[src/rtl/mux8_pkg.sv]
// mux8_pkg: shared types and widths for the mux8 selector and its serializer
package mux8_pkg;
  typedef enum logic [0:0] {IDLE, SHIFT} ser_state_t;
  localparam int MUX_W = 8;
  localparam int SEL_W = 3;
endpackage

[src/rtl/mux8.sv]
// mux8: eight-to-one bit selector
import mux8_pkg::*;
module mux8 (
  input  logic [SEL_W-1:0] s,
  input  logic [MUX_W-1:0] d,
  output logic             y
);
  assign y = d[s];
endmodule

[src/rtl/mux8_serializer.sv]
// mux8_serializer: parallel-in, serial-out stage stepping mux8 through a held word
import mux8_pkg::*;
module mux8_serializer #(
  parameter bit MSB_FIRST = 1'b0
) (
  input  logic             clk,
  input  logic             reset,
  input  logic             load_valid,
  output logic             load_ready,
  input  logic [MUX_W-1:0] load_data,
  output logic             ser_valid,
  input  logic             ser_ready,
  output logic             ser_bit,
  output logic             ser_last,
  output logic [SEL_W-1:0] sel,
  output logic             busy
);
  ser_state_t       state_q;
  logic [SEL_W-1:0] cnt_q;
  logic [MUX_W-1:0] data_q;
  logic             ser_fire;
  logic             load_fire;
  assign ser_valid  = state_q == SHIFT;
  assign ser_last   = ser_valid & (cnt_q == 3'd7);
  assign busy       = ser_valid;
  assign ser_fire   = ser_valid & ser_ready;
  assign load_ready = !ser_valid | (ser_fire & ser_last);
  assign load_fire  = load_valid & load_ready;
  assign sel        = MSB_FIRST ? 3'd7 - cnt_q : cnt_q;
  mux8 u_mux (.s(sel), .d(data_q), .y(ser_bit));
  // Load a word when idle or on the final beat; otherwise advance one beat per accepted bit
  always_ff @(posedge clk or posedge reset) begin
    if (reset) begin
      state_q <= IDLE;
      cnt_q   <= '0;
      data_q  <= '0;
    end else if (load_fire) begin
      state_q <= SHIFT;
      cnt_q   <= '0;
      data_q  <= load_data;
    end else if (ser_fire) begin
      if (ser_last) state_q <= IDLE;
      else cnt_q <= cnt_q + 3'd1;
    end
  end
endmodule

[config.mk]
export PLATFORM = sky130hd
export DESIGN_NAME = mux8_serializer
export DESIGN_NICKNAME = d
export VERILOG_FILES = /design/src/rtl/mux8_pkg.sv /design/src/rtl/mux8.sv /design/src/rtl/mux8_serializer.sv
export SDC_FILE = /design/constraint.sdc
export NUM_CORES = 1
export LEC_CHECK = 0
export ABC_AREA = 0
export BUFFER_PORTS_ARGS = -buffer_cell sky130_fd_sc_hd__clkbuf_2
export CAP_MARGIN = 20
export CORE_MARGIN = 2
export CORE_UTILIZATION = 43
export DETAILED_ROUTE_END_ITERATION = 12
export PLACE_DENSITY = 0.72
export SLEW_MARGIN = 20
export SYNTH_ARGS = -nofsm -noshare
export SYNTH_HDL_FRONTEND = slang
export SYNTH_HIERARCHICAL = 1
export SYNTH_SLANG_ARGS = --single-unit
[constraint.sdc]
create_clock -name clk -period 1.65 [get_ports clk]
set_input_delay 0.165 -clock clk [delete_from_list [all_inputs] [get_ports clk]]
set_output_delay 0.165 -clock clk [all_outputs]
set_load 0.1 [all_outputs]
# == After elaboration in Yosys (flattened, before gate mapping) ==
# Index checks and enable logic that the tools add are counted.
# word_totals
wordCells,25
in_bits,12
romBits,0
ramBits,0
out_inout_bits,8
latchBits,0
regBits,12
n_memories,0
# op_classes
reduce_logical,5
magnitude_cmp,1
n_mux,8
n_addsub,1
shifts,0
eq_ne,2
n_bitwise,5
div,0
n_mul,0
# op_table
cell,count
3-bit two-way mux,3
1-bit bitwise AND,4
3-bit by 4-bit less-than comparator with 1-bit output (second input constant),1
1-bit two-way mux,4
2-bit AND reduction,2
2-bit nonzero test,2
3-bit by 1-bit adder with 3-bit output (second input constant),1
1-bit binary-select mux with 3-bit select,1
3-bit equality test (second input constant),1
2-bit by 1-bit != test with 1-bit output (second input constant),1
1-bit zero test,1
1-bit bitwise OR,1

# == Logic depth before layout (Yosys ltp) ==
# logic_depth
depth_word,7
depth_mapped,5
ltp_nobuf,5

# == By module ==
# The synthesis kept the hierarchy.
# modules_own_cells
mod,instances,cells_per_inst,area_each_um2,seq_area_each_um2
mux8_serializer,1,41,586.8,300.3
mux8,1,3,63.8,0.0

# == Least setup slack after synthesis ==
# OpenSTA, ideal clock, no wires.
# synth_path
path_type,register to register
from,register cnt_q[0] (netlist: sel[0])
to,register data_q[0]
stages_incl_launch_ff,6
setup_time_ns,0.125
period_less_slack_ns,2.396
required_ns,1.525
setup_slack_ns,-0.746
n_path_buf,0
t_arrival_ns,2.271
cell_sequence,dfrtp_1 ha_1 ha_1 a21bo_4 nand2_8 mux2_4
# synth_between
elab_chain_cells,5
# synth_lines
element,line_no,text
"start, declared",mux8_serializer.sv:19,logic [SEL_W-1:0] cnt_q;
"start signal, assigned",mux8_serializer.sv:43,else cnt_q <= cnt_q + 3'd1;
3-bit equality test,mux8_serializer.sv:24,assign ser_last = ser_valid & (cnt_q == 3'd7);
1-bit bitwise AND,mux8_serializer.sv:24,
1-bit bitwise AND,mux8_serializer.sv:27,assign load_ready = !ser_valid | (ser_fire & ser_last);
1-bit bitwise OR,mux8_serializer.sv:27,
named net load_ready,mux8_serializer.sv:9,"output logic load_ready,"
1-bit bitwise AND,mux8_serializer.sv:28,assign load_fire = load_valid & load_ready;
"end signal, assigned",mux8_serializer.sv:40,data_q <= load_data;
"end, declared",mux8_serializer.sv:20,logic [MUX_W-1:0] data_q;
# The timed path passes the listed nets, and every way through them passes these cells.
# A chain may end at the register's enable or synchronous reset.

# == Worst setup path after layout ==
# layout_path
from,register cnt_q[0] (netlist: sel[0])
to,output ser_bit
# layout_between
elab_chain_cells,2
# layout_lines
element,line_no,text
1-bit binary-select mux with 3-bit select,mux8.sv:8,assign y = d[s];
1-bit two-way mux (implied by the code),mux8.sv:8,
"end, declared",mux8_serializer.sv:13,"output logic ser_bit,"
# Every way passes these cells. The select of a mux whose other input is x is not followed.

==> impl_metrics.csv <==
group,metric,value,unit
synth,synthMuxAreaShare,0.2981,
job,cap_viol_max_count,0,
global_routing,grt_max_degree,13,
timing,rsz0062_at_grt,"true",
timing,finalCritPeriodShare,1.122,
run_status,status,"finished with violations",
critical_path,critPathKind,"reg2out",
final_layout,fin_nets,85,
drt,wl_met1,548,um
synth,syn_avg_cell_area,14.79,um2
timing,clock_skew,0.0001609,ns
timing,finalSetupViolCount,11,
drt,vias,439,
critical_path,regToRegSetupSlack,-0.10,ns
drt,ant_nets,0,
drt,top_layer,"met4",
final_layout,multi_input_comb_area,350.3,um2
clock_network,clk_latency,0.26,ns
synth,synth-main-ff-cell,"dfrtp_1",
worst_hold_path,hp-class,"in2reg",
critical_path,worstSetupEndpointType,"primary output",
synth,yosysWarnings,6,
clock_network,cts_tree,"yes",
drt,drc_errors,0,
clock_network,clock-root-buffer,"clkbuf_4",
global_routing,antenna_found_initial,0,
floorplan,die_w,42.90,um
synth,ys_ff_latch,12,
timing,holdWs,0.1238,ns
critical_path,critPathLaunchType,"flip-flop",
floorplan,start_util,0.4475,
drt,routed_wl,1.159,mm
timing,slew_headroom,0.6413,
synth,synthCells,44,
synth,synth_area,650.6,um2
final_layout,layout-drive-gt1-share,0.6714,
synth,ys_top_cells_by_area,"dfrtp_1 (46%), mux2_4 (18%), mux4_1 (8.1%), ha_1 (3.8%), nand2_8 (3.1%)",
place,port_buffers,19,
synth,ys_async_sr_fraction,1.000,
clock_network,cts_buffers,3,
synth,synth_top_area_share,0.4615,
drt,dr_wl_met3,73,um
final_layout,fill_cells,126,
global_routing,track_usage,0.1505,
synth,synth.largest_area_cell,"dfrtp_1",
synth,yosysMostFrequentCell,"dfrtp_1",
drt,wl_met2,516,um
place,place_area,852.1,um2
global_routing,grt_pass1_vias,408,
timing,tightest_slew,0.5404,ns
critical_path,cp.required,1.48,ns
timing,finalHoldViolCount,0,
synth,synth_edf_count,0,
critical_path,max_stage_delay,0.51,ns
synth,synth_fp_nets,58,
final_layout,area_growth,39.42,%
place,hpwl,863.6,um
timing,fmax,540.1,MHz
drt,wl_per_cell,13.48,um
clock_network,cts_sinks,12,
synth,ys_types,19,
clock_network,clk_path_buf_depth,2,
clock_network,cts-htree-levels,1,
timing,finalCriticalPeriod,1.852,ns
critical_path,cp_slowest_cell,"mux4_2",
place,routabilityCongestion,0.7619,
synth,synthSimpleGateAreaFrac,0.07500,
final_layout,finalInstanceArea,907.1,um2
critical_path,crit_chain,"mux4_2 > mux2_4 > buf_12",
synth,synth_common_cells,"dfrtp_1 (12), mux2_4 (8), inv_1 (4)",
critical_path,path_max_fanout,4,
final_layout,regArea,312.8,um2
drt,dr.pass1.iters,4,
global_routing,grt_overflow,0,
run_status,violations,"negative setup slack",
synth,seq_area_frac_synth,0.4615,
floorplan,die_y,42.90,um
floorplan,io_pins,20,
clock_network,clk_pin_slew_worst_paths,0.08,ns
timing,slew_violations,0,
floorplan,num_rows,14,
floorplan,die-area,1840,um2
drt,viasPerCell,5.105,
synth,synth_fa_ha_area_frac,0.03846,
global_routing,grt_pass1_wl,1.952,mm
timing,setup_slack,-0.2017,ns
floorplan,core_area,1454,um2
drt,initialDrtViolationCount,4,
final_layout,antenna_cells,0,
synth,synth_xor_area_frac,0,
synth,synth_top_family_by_area,"multiplexers",
synth,synth_compound_area_frac,0.09231,
critical_path,crit_arrival,1.69,ns
==> registers in the layout, indices dropped and copies added, names as in the netlist <==
| register | flops |
|---|---|
| sel | 3 |
| data_q | 8 |
| busy | 1 |
==> critical path, delay by kind of cell (launching register included) <==
kind | cells | cell delay [ns]
multiplexers | 2 | 0.80
flip-flops | 1 | 0.45
buffers and inverters | 1 | 0.17
==> metal layers <==
layer / vias to the layer above / global-route usage
met5: - / 0
met2: 17 / 0.2152
li1: 209 / -
met4: 0 / 0.05625
met3: 4 / 0.05532
met1: 209 / 0.2078
==> placed cells by master, fill, tap and decap left out <==
cell type,Yosys,layout
a21bo_4,1,1
nand2_8,1,1
mux2_4,8,9
mux4_2,0,2
clkbuf_2,0,16
nand2b_1,1,1
clkbuf_4,0,3
o22ai_1,2,2
dfrtp_4,0,3
clkbuf_8,0,1
nand2_1,2,2
buf_12,0,3
buf_4,1,3
a21o_1,1,1
dlygate4sd3_1,0,1
dfrtp_2,0,1
a22o_1,1,1
a21oi_1,1,1
mux2i_1,1,1
and2_4,0,1
a22o_2,1,1
or2b_1,1,1
ha_4,0,2
inv_1,4,4
dfrtp_1,12,8
==> cell families after synthesis <==
group	Yosys count
AOI/OAI and AO/OA	7
adders and majority gates	2
buffers and inverters	5
DFF	12
muxes	12
and+or+nand+nor	6
==> worst paths after layout <==
kind	from	endpoint	cells past startpoint
setup / recovery	sel[0]	ser_bit	3
hold / removal	load_data[2]	data_q[2]	2
setup reg to reg	sel[0]	data_q[6]	6
hold reg to reg	data_q[5]	data_q[5]	1
max in group asynchronous	reset	sel[2]	3
min in group asynchronous	reset	data_q[1]	3
==> layout make-up <==
class,count,area share
clock buffer,4,0.04000
inverter,4,0.01655
multi-input combinational,27,0.3862
sequential,12,0.3448
tap,16,0.02207
timing repair buffer,23,0.1903
==> through the flow <==
step | instances | setup slack [ns] | setup TNS [ns] | utilization
floorplan | 44 | -0.2503 | -2.203 | -
global placement | 79 | 0.02338 | 0 | 0.5861
detailed placement | 79 | 0.007519 | 0 | 0.5861
CTS | 86 | -0.2009 | -1.196 | 0.6239
global route | 86 | -0.2456 | -1.744 | 0.6239
finish | 86 | -0.2017 | -1.159 | 0.6239
==> what timing repair did <==
| item | 4_1_cts | 5_1_grt |
|---|---|---|
| setup buffers | 2 | 0 |
| endpoints found under the hold margin | 12 | 0 |
| hold buffers | 1 | 0 |
| resized for setup | 3 | 0 |
| endpoints found under the setup margin | 4 | 11 |
| pin swaps | 1 | 0 |
Power is not shown: default switching activity piles up to over one toggle a cycle in this logic, so the estimate is an artifact.
